[src/rtl/riscV_unrn_pkg.sv]
// Shared definitions for the multi-cycle stage sequencer.
//   stage_e          : sequencer states; the encoding is what stage_o reports
//   STAGE_W          : width of stage_o
//   DEF_MEM_TIMEOUT  : default cycles to wait for a grant or read-valid
//   DEF_ALU_TIMEOUT  : default cycles to wait for the ALU
//   max_int          : helper used to size the wait counter
//   is_wait_state    : states in which the wait counter advances
package riscV_unrn_pkg;

    localparam int STAGE_W         = 4;
    localparam int DEF_MEM_TIMEOUT = 16;
    localparam int DEF_ALU_TIMEOUT = 64;

    typedef enum logic [STAGE_W-1:0] {
        ST_FETCH      = 4'd0,
        ST_FETCH_WAIT = 4'd1,
        ST_DECODE     = 4'd2,
        ST_EXEC       = 4'd3,
        ST_EXEC_WAIT  = 4'd4,
        ST_MEM        = 4'd5,
        ST_MEM_WAIT   = 4'd6,
        ST_WRITEBACK  = 4'd7,
        ST_NEXT_PC    = 4'd8,
        ST_TRAP       = 4'd9
    } stage_e;

    function automatic int max_int(input int a, input int b);
        return (a > b) ? a : b;
    endfunction

    function automatic logic is_wait_state(input stage_e s);
        return (s == ST_FETCH) || (s == ST_FETCH_WAIT) || (s == ST_MEM) ||
               (s == ST_MEM_WAIT) || (s == ST_EXEC_WAIT);
    endfunction

endpackage

[src/rtl/mc_wait_timer.sv]
// Wait-cycle counter for the stage sequencer.
//   clk, rst_n : clock, synchronous active-low reset
//   clear_i    : restart from zero (asserted on every state change)
//   enable_i   : count this cycle
//   count_o    : cycles spent in the current wait state; saturates at all-ones
module mc_wait_timer #(
    parameter int W = 7
) (
    input  logic         clk,
    input  logic         rst_n,
    input  logic         clear_i,
    input  logic         enable_i,
    output logic [W-1:0] count_o
);

    logic [W-1:0] count_q;
    logic [W-1:0] count_d;

    always_comb begin
        count_d = count_q;
        if (clear_i) begin
            count_d = '0;
        end else if (enable_i && (count_q != '1)) begin
            count_d = count_q + W'(1);
        end
    end

    always_ff @(posedge clk) begin
        if (!rst_n) begin
            count_q <= '0;
        end else begin
            count_q <= count_d;
        end
    end

    assign count_o = count_q;

endmodule

[src/rtl/mc_stage_sequencer.sv]
// Multi-cycle instruction stage sequencer: walks each instruction through
// fetch, decode, execute, memory, writeback and PC update, with a trap path
// for exceptions and for memory/ALU timeouts.
//   clk, rst_n                    : clock, synchronous active-low reset
//   mem_req_o/we_o/addr_o         : memory request; accepted by mem_gnt_i,
//                                   read data signalled by mem_rvalid_i
//   instr_latch_o                 : capture the fetched word this cycle
//   decode_o, alu_start_o         : one-cycle strobes; alu_done_i ends EXEC_WAIT
//   exc_request_i .. exc_ret_i    : decoded control flags for the instruction
//   data_addr_i, jump_dst_i       : data address and jump target
//   mtvec_i, mepc_i               : trap vector and exception return address
//   exc_present_i                 : exception detected for this instruction
//   rf_we_o, retire_o, trap_o     : one-cycle event pulses
//   pc_o, stage_o                 : current PC and state encoding
//   bus_err_o                     : last trap was a timeout; held until FETCH
//
// Handshake: a memory access completes in the cycle mem_req_o and mem_gnt_i
// are both high; a read then completes in the first later cycle with
// mem_rvalid_i high, or in the grant cycle itself if mem_rvalid_i is also high.
module mc_stage_sequencer
    import riscV_unrn_pkg::*;
#(
    parameter int              XLEN        = 32,
    parameter logic [XLEN-1:0] RESET_PC    = 32'h8000_0000,
    parameter int              MEM_TIMEOUT = DEF_MEM_TIMEOUT,
    parameter int              ALU_TIMEOUT = DEF_ALU_TIMEOUT
) (
    input  logic               clk,
    input  logic               rst_n,
    output logic               mem_req_o,
    output logic               mem_we_o,
    output logic [XLEN-1:0]    mem_addr_o,
    input  logic               mem_gnt_i,
    input  logic               mem_rvalid_i,
    output logic               instr_latch_o,
    output logic               decode_o,
    output logic               alu_start_o,
    input  logic               alu_done_i,
    input  logic               exc_request_i,
    input  logic               reg_write_i,
    input  logic               mem_access_i,
    input  logic               mem_write_i,
    input  logic               jump_i,
    input  logic               exc_ret_i,
    input  logic [XLEN-1:0]    data_addr_i,
    input  logic [XLEN-1:0]    jump_dst_i,
    input  logic [XLEN-1:0]    mtvec_i,
    input  logic [XLEN-1:0]    mepc_i,
    input  logic               exc_present_i,
    output logic               rf_we_o,
    output logic [XLEN-1:0]    pc_o,
    output logic [STAGE_W-1:0] stage_o,
    output logic               retire_o,
    output logic               trap_o,
    output logic               bus_err_o
);

    localparam int              CNT_W     = $clog2(max_int(MEM_TIMEOUT, ALU_TIMEOUT) + 1);
    localparam logic [CNT_W-1:0] MEM_LIMIT = CNT_W'(MEM_TIMEOUT);
    localparam logic [CNT_W-1:0] ALU_LIMIT = CNT_W'(ALU_TIMEOUT);
    localparam logic [XLEN-1:0]  PC_STEP   = XLEN'(4);
    localparam logic [XLEN-1:0]  HALF_MASK = ~XLEN'(1);

    stage_e          state_q, state_d;
    logic [XLEN-1:0] pc_q, pc_d;
    logic            bus_err_q, bus_err_d;
    logic [CNT_W-1:0] wait_cnt;

    logic            req_c, we_c, latch_c, decode_c, alu_start_c;
    logic            rf_we_c, retire_c, trap_c, timeout_c;
    logic [XLEN-1:0] addr_c;
    logic            mem_tmo, alu_tmo;

    assign mem_tmo = (wait_cnt == MEM_LIMIT);
    assign alu_tmo = (wait_cnt == ALU_LIMIT);

    mc_wait_timer #(
        .W(CNT_W)
    ) u_wait_timer (
        .clk      (clk),
        .rst_n    (rst_n),
        .clear_i  (state_d != state_q),
        .enable_i (is_wait_state(state_q)),
        .count_o  (wait_cnt)
    );

    always_comb begin
        state_d     = state_q;
        pc_d        = pc_q;
        bus_err_d   = bus_err_q;
        req_c       = 1'b0;
        we_c        = 1'b0;
        addr_c      = pc_q;
        latch_c     = 1'b0;
        decode_c    = 1'b0;
        alu_start_c = 1'b0;
        rf_we_c     = 1'b0;
        retire_c    = 1'b0;
        trap_c      = 1'b0;
        timeout_c   = 1'b0;

        case (state_q)
            ST_FETCH: begin
                req_c = 1'b1;
                if (mem_gnt_i) begin
                    // Grant and data together: fetch completes now.
                    if (mem_rvalid_i) begin
                        latch_c = 1'b1;
                        state_d = ST_DECODE;
                    end else begin
                        state_d = ST_FETCH_WAIT;
                    end
                end else if (mem_tmo) begin
                    timeout_c = 1'b1;
                    state_d   = ST_TRAP;
                end
            end

            ST_FETCH_WAIT: begin
                if (mem_rvalid_i) begin
                    latch_c = 1'b1;
                    state_d = ST_DECODE;
                end else if (mem_tmo) begin
                    timeout_c = 1'b1;
                    state_d   = ST_TRAP;
                end
            end

            ST_DECODE: begin
                decode_c = 1'b1;
                state_d  = exc_request_i ? ST_TRAP : ST_EXEC;
            end

            ST_EXEC: begin
                alu_start_c = 1'b1;
                state_d     = ST_EXEC_WAIT;
            end

            ST_EXEC_WAIT: begin
                if (alu_done_i) begin
                    if (mem_access_i) begin
                        state_d = ST_MEM;
                    end else if (reg_write_i) begin
                        state_d = ST_WRITEBACK;
                    end else begin
                        state_d = ST_NEXT_PC;
                    end
                end else if (alu_tmo) begin
                    timeout_c = 1'b1;
                    state_d   = ST_TRAP;
                end
            end

            ST_MEM: begin
                // A faulting data access never reaches the bus.
                if (exc_present_i) begin
                    state_d = ST_TRAP;
                end else begin
                    req_c  = 1'b1;
                    we_c   = mem_write_i;
                    addr_c = data_addr_i;
                    if (mem_gnt_i) begin
                        if (mem_write_i) begin
                            state_d = ST_NEXT_PC;
                        end else if (mem_rvalid_i) begin
                            state_d = ST_WRITEBACK;
                        end else begin
                            state_d = ST_MEM_WAIT;
                        end
                    end else if (mem_tmo) begin
                        timeout_c = 1'b1;
                        state_d   = ST_TRAP;
                    end
                end
            end

            ST_MEM_WAIT: begin
                if (mem_rvalid_i) begin
                    state_d = ST_WRITEBACK;
                end else if (mem_tmo) begin
                    timeout_c = 1'b1;
                    state_d   = ST_TRAP;
                end
            end

            ST_WRITEBACK: begin
                rf_we_c = reg_write_i & ~exc_present_i;
                state_d = ST_NEXT_PC;
            end

            ST_NEXT_PC: begin
                if (exc_present_i && jump_i) begin
                    state_d = ST_TRAP;
                end else begin
                    retire_c = 1'b1;
                    state_d  = ST_FETCH;
                    if (exc_ret_i) begin
                        pc_d = mepc_i;
                    end else if (jump_i) begin
                        pc_d = jump_dst_i & HALF_MASK;
                    end else begin
                        pc_d = pc_q + PC_STEP;
                    end
                end
            end

            ST_TRAP: begin
                trap_c  = 1'b1;
                pc_d    = mtvec_i;
                state_d = ST_FETCH;
            end

            default: begin
                state_d = ST_FETCH;
            end
        endcase

        if (timeout_c) begin
            bus_err_d = 1'b1;
        end else if (state_d == ST_FETCH) begin
            bus_err_d = 1'b0;
        end
    end

    always_ff @(posedge clk) begin
        if (!rst_n) begin
            state_q   <= ST_FETCH;
            pc_q      <= RESET_PC;
            bus_err_q <= 1'b0;
        end else begin
            state_q   <= state_d;
            pc_q      <= pc_d;
            bus_err_q <= bus_err_d;
        end
    end

    // Pulses and requests are suppressed while reset is held so an access
    // interrupted by reset produces no side effects.
    assign mem_req_o     = req_c & rst_n;
    assign mem_we_o      = we_c & rst_n;
    assign mem_addr_o    = addr_c;
    assign instr_latch_o = latch_c & rst_n;
    assign decode_o      = decode_c & rst_n;
    assign alu_start_o   = alu_start_c & rst_n;
    assign rf_we_o       = rf_we_c & rst_n;
    assign retire_o      = retire_c & rst_n;
    assign trap_o        = trap_c & rst_n;
    assign bus_err_o     = bus_err_q;
    assign pc_o          = pc_q;
    assign stage_o       = state_q;

endmodule

[config.mk]
export PLATFORM = sky130hd
export DESIGN_NAME = mc_stage_sequencer
export DESIGN_NICKNAME = d
export VERILOG_FILES = /design/src/rtl/riscV_unrn_pkg.sv /design/src/rtl/mc_wait_timer.sv /design/src/rtl/mc_stage_sequencer.sv
export SDC_FILE = /design/constraint.sdc
export NUM_CORES = 1
export LEC_CHECK = 0
export CORE_MARGIN = 2
export CORE_UTILIZATION = 40
export CTS_CLUSTER_SIZE = 10
export DETAILED_ROUTE_END_ITERATION = 10
export PLACE_DENSITY = 0.82
export SYNTH_ARGS = -nofsm -noshare
export SYNTH_HDL_FRONTEND = slang
export SYNTH_SLANG_ARGS = --single-unit
[constraint.sdc]
create_clock -name clk -period 2.2 [get_ports clk]
set_clock_uncertainty 0.1 [all_clocks]
set_input_delay 0.22 -clock clk [delete_from_list [all_inputs] [get_ports clk]]
set_output_delay 0.22 -clock clk [all_outputs]
set_load 0.02 [all_outputs]
==> impl_metrics.toml <==
[outcome]
status = "finished, violations left"
violations = "negative setup slack"

[placement]
hpwl_microns = 13600
gp_congestion = 0.918
io_buffers = 215
post-place-ws_ns = -0.207

[yosys]
yosys.area.top_type = "dfxtp_1"
synthCells = 530
synth_top_area_share_pct = 21.7
synth-edff-count = 0
syn_nets = 673
synth.distinct_cells = 70
syn_area_sq_mm = 0.00405
ys_warn_count = 0
syn_area_per_cell_sq_um = 7.65
ys_seq_area_share_pct = 21.7
synth_area_leaders = "dfxtp_1, mux2_2, a21oi_1"
ys_ff_latch = 44
synthFlopType = "dfxtp_1"
synthArstFlopShare_pct = 0

[timing]
hold_viol_final = 0
worstMarginPinSlew_ns = 0.487
period_share_pct = 103
max_freq_mhz = 439
worst_slack_ns = -0.0756
rsz0062_at_grt = "yes"
slew_headroom_pct = 67.2
slew_violations = 0
fin_crit_ns = 2.28
setup_viol = 26

[final_layout]
multi_input_area_sq_mm = 0.00320
layout_commonest_cell = "clkdlybuf4s50_1"
nFillCells = 736
final_cell_mix = "clkdlybuf4s50_1, buf_4, nand2_1, a21oi_1, buf_6"
n_antenna_cell = 0
final_nets = 944
drive_gt1_share_pct = 26.8
seqCellArea_sq_um = 895
area_growth_pct = 83.3

[global_routing]
grt_first_pass_wirelength_microns = 28300
overflow = 0
antenna_found_initial = 0
first_global_vias = 5581
grt_max_degree = 25
grt_util_all_layers_pct = 31.7

[setup_path]
reg2regPathDepth = 10
critical-path-top-delay-family = "simple AND/OR/NAND/NOR gates"
end_kind = "output pin"
ff2ff_setup_slack_ns = -0.03
worstPathCellList = "and4bb_1, nor2b_4, buf_6, buf_16, buf_6, mux2_4, buf_6"
cp_data_required_time_ns = 1.88
worstSetupStartpointType = "flop"
path_buf_inv = 4
worst_ep_arrival_time_ns = 1.96
path_common_cell = "buf_6"
cp.depth = 7
path_max_fanout = 5
cpMaxStageDelayCell = "dfxtp_2"
critical_path_class = "reg2out"
max_stage_delay_ns = 0.33

[min_path]
whs_path_depth = 3
hold_class = "in2reg"

[clocking]
cts_max_path_buffers = 2
clock_latency_ns = 0.31
cts_tree = "yes"
cts_htree_levels = 2
cts_sinks = 44
root_buffer = "clkbuf_8"
cts.hold.buffers_added = 0
path_clk_slew_ns = 0.09
cts_buffers = 5

[floorplanning]
fp.dieArea_sq_mm = 0.0110
row_count = 36
die_y_microns = 105
die_w_microns = 105
io_pins = 217
coreArea_sq_mm = 0.00982
initial_utilization_pct = 41.3

[detailed_routing]
drc_errors = 0
drt_iter0_markers = 414
vias_per_cell = 5.97
drt_pass1_iterations = 5
wl_per_cell_microns = 20.7
wl_microns = 19300
via_count = 5579
ant_nets = 0

[power_and_ir_drop]
leakagePower_nw = 2.95
power_mw = 2.90
powerDensity_mw_per_mm2 = 390
peakVddDrop_v = 0.000299

[flow_run]
maxCapViolations = 0
==> synth_stat cells (3+ instances only) <==
master and instances:
and4_1 6, nor2_1 35, xnor2_1 17, and3_1 13
nor2b_1 15, o211a_1 3, a21oi_1 43, buf_1 4
nor3_1 11, nand4_1 13, o21a_1 3, mux2_2 31
nand2_1 53, buf_6 3, a21boi_0 3, nand2b_1 5
buf_2 18, o2111ai_1 4, dfxtp_1 44, o211ai_1 8
ha_1 3, a211oi_1 7, xor2_1 5, a221oi_1 10
mux2i_1 10, inv_1 10, o21ai_0 34, nor4_1 3
o221ai_1 13, and2_1 6, a221o_1 8, nand3_1 22
o31a_1 3, o21ai_1 4, clkbuf_1 17
==> sequential cells by signal, summed over array words and instances, names as in the netlist <==
signal,flops
stage_o,4
pc_o,32
bus_err_o,1
u_wait_timer.count_o,7
==> cell type report <==
class                      instances  share of cell area [%]
sequential                        44                    12.0
clock buffer                       7                    1.16
timing repair buffer             308                    40.8
inverter                          11                   0.556
clock inverter                     1                   0.101
tap                              133                    2.24
multi-input combinational        431                    43.1
==> worst paths after layout <==
path | from | end
min reg2reg | bus_err_o$_SDFFE_PN0P_ | bus_err_o$_SDFFE_PN0P_
min | mtvec_i[5] | pc_o[5]$_SDFFE_PN0P_
max | stage_o[3]$_SDFF_PN0_ | mem_addr_o[22]
max reg2reg | u_wait_timer.count_o[1]$_SDFFE_PP0P_ | u_wait_timer.count_o[1]$_SDFFE_PP0P_
==> metrics by stage <==
step           std cells  cell area (sq um)  hold WS [ns]  utilization [%]  TNS, ns
2_1_floorplan        530               4050         0.251                -        0
3_3_place_gp         907               6750         0.358             68.7    -5.07
3_5_place_dp         907               6750         0.361             68.7    -6.29
4_1_cts              925               6980         0.349             71.0   -0.644
5_1_grt              935               7430         0.364             75.7    -2.15
6_report             935               7430         0.362             75.7   -0.450
==> timing repair <==
action | CTS | global route
cloned | 3 | 2
pin swaps | 1 | 20
buffers inserted | 7 | 9
resized for setup | 177 | 112
endpoints found under the setup margin | 47 | 54
==> report_power, final <==
| group | switching, mW | internal, mW | leakage (nW) |
|---|---|---|---|
| clock network | 0.311 | 0.256 | 0.0445 |
| logic | 0.669 | 0.754 | 2.54 |
| registers | 0.0589 | 0.848 | 0.360 |
| total | 1.04 | 1.86 | 2.95 |
==> routing by layer <==
layer	GRT usage [%]	routed length [microns]
met5	0	0
met2	59.2	10000
met1	36.2	7200
met4	9.43	522
met3	6.43	1610
==> cells by family after synthesis <==
family	after synthesis	share of synthesized area, %
simple gates	204	27.9
compound gates	161	27.3
buf+inv	55	6.33
flops	44	21.7
mux	41	11.1
xor+xnor	22	4.75
fa+ha+maj	3	0.926
==> worst register-to-register path, cell delays in order, from the launching register on <==
cell and delay (ns):
dfxtp_1 0.34, inv_2 0.07, ha_4 0.12, nor4b_4 0.36, nand2_2 0.13, buf_6 0.14
o311ai_4 0.29, o2111ai_2 0.19, nand4_2 0.19, buf_12 0.16, nor2_4 0.04
Power figures use the tool's default switching activity.
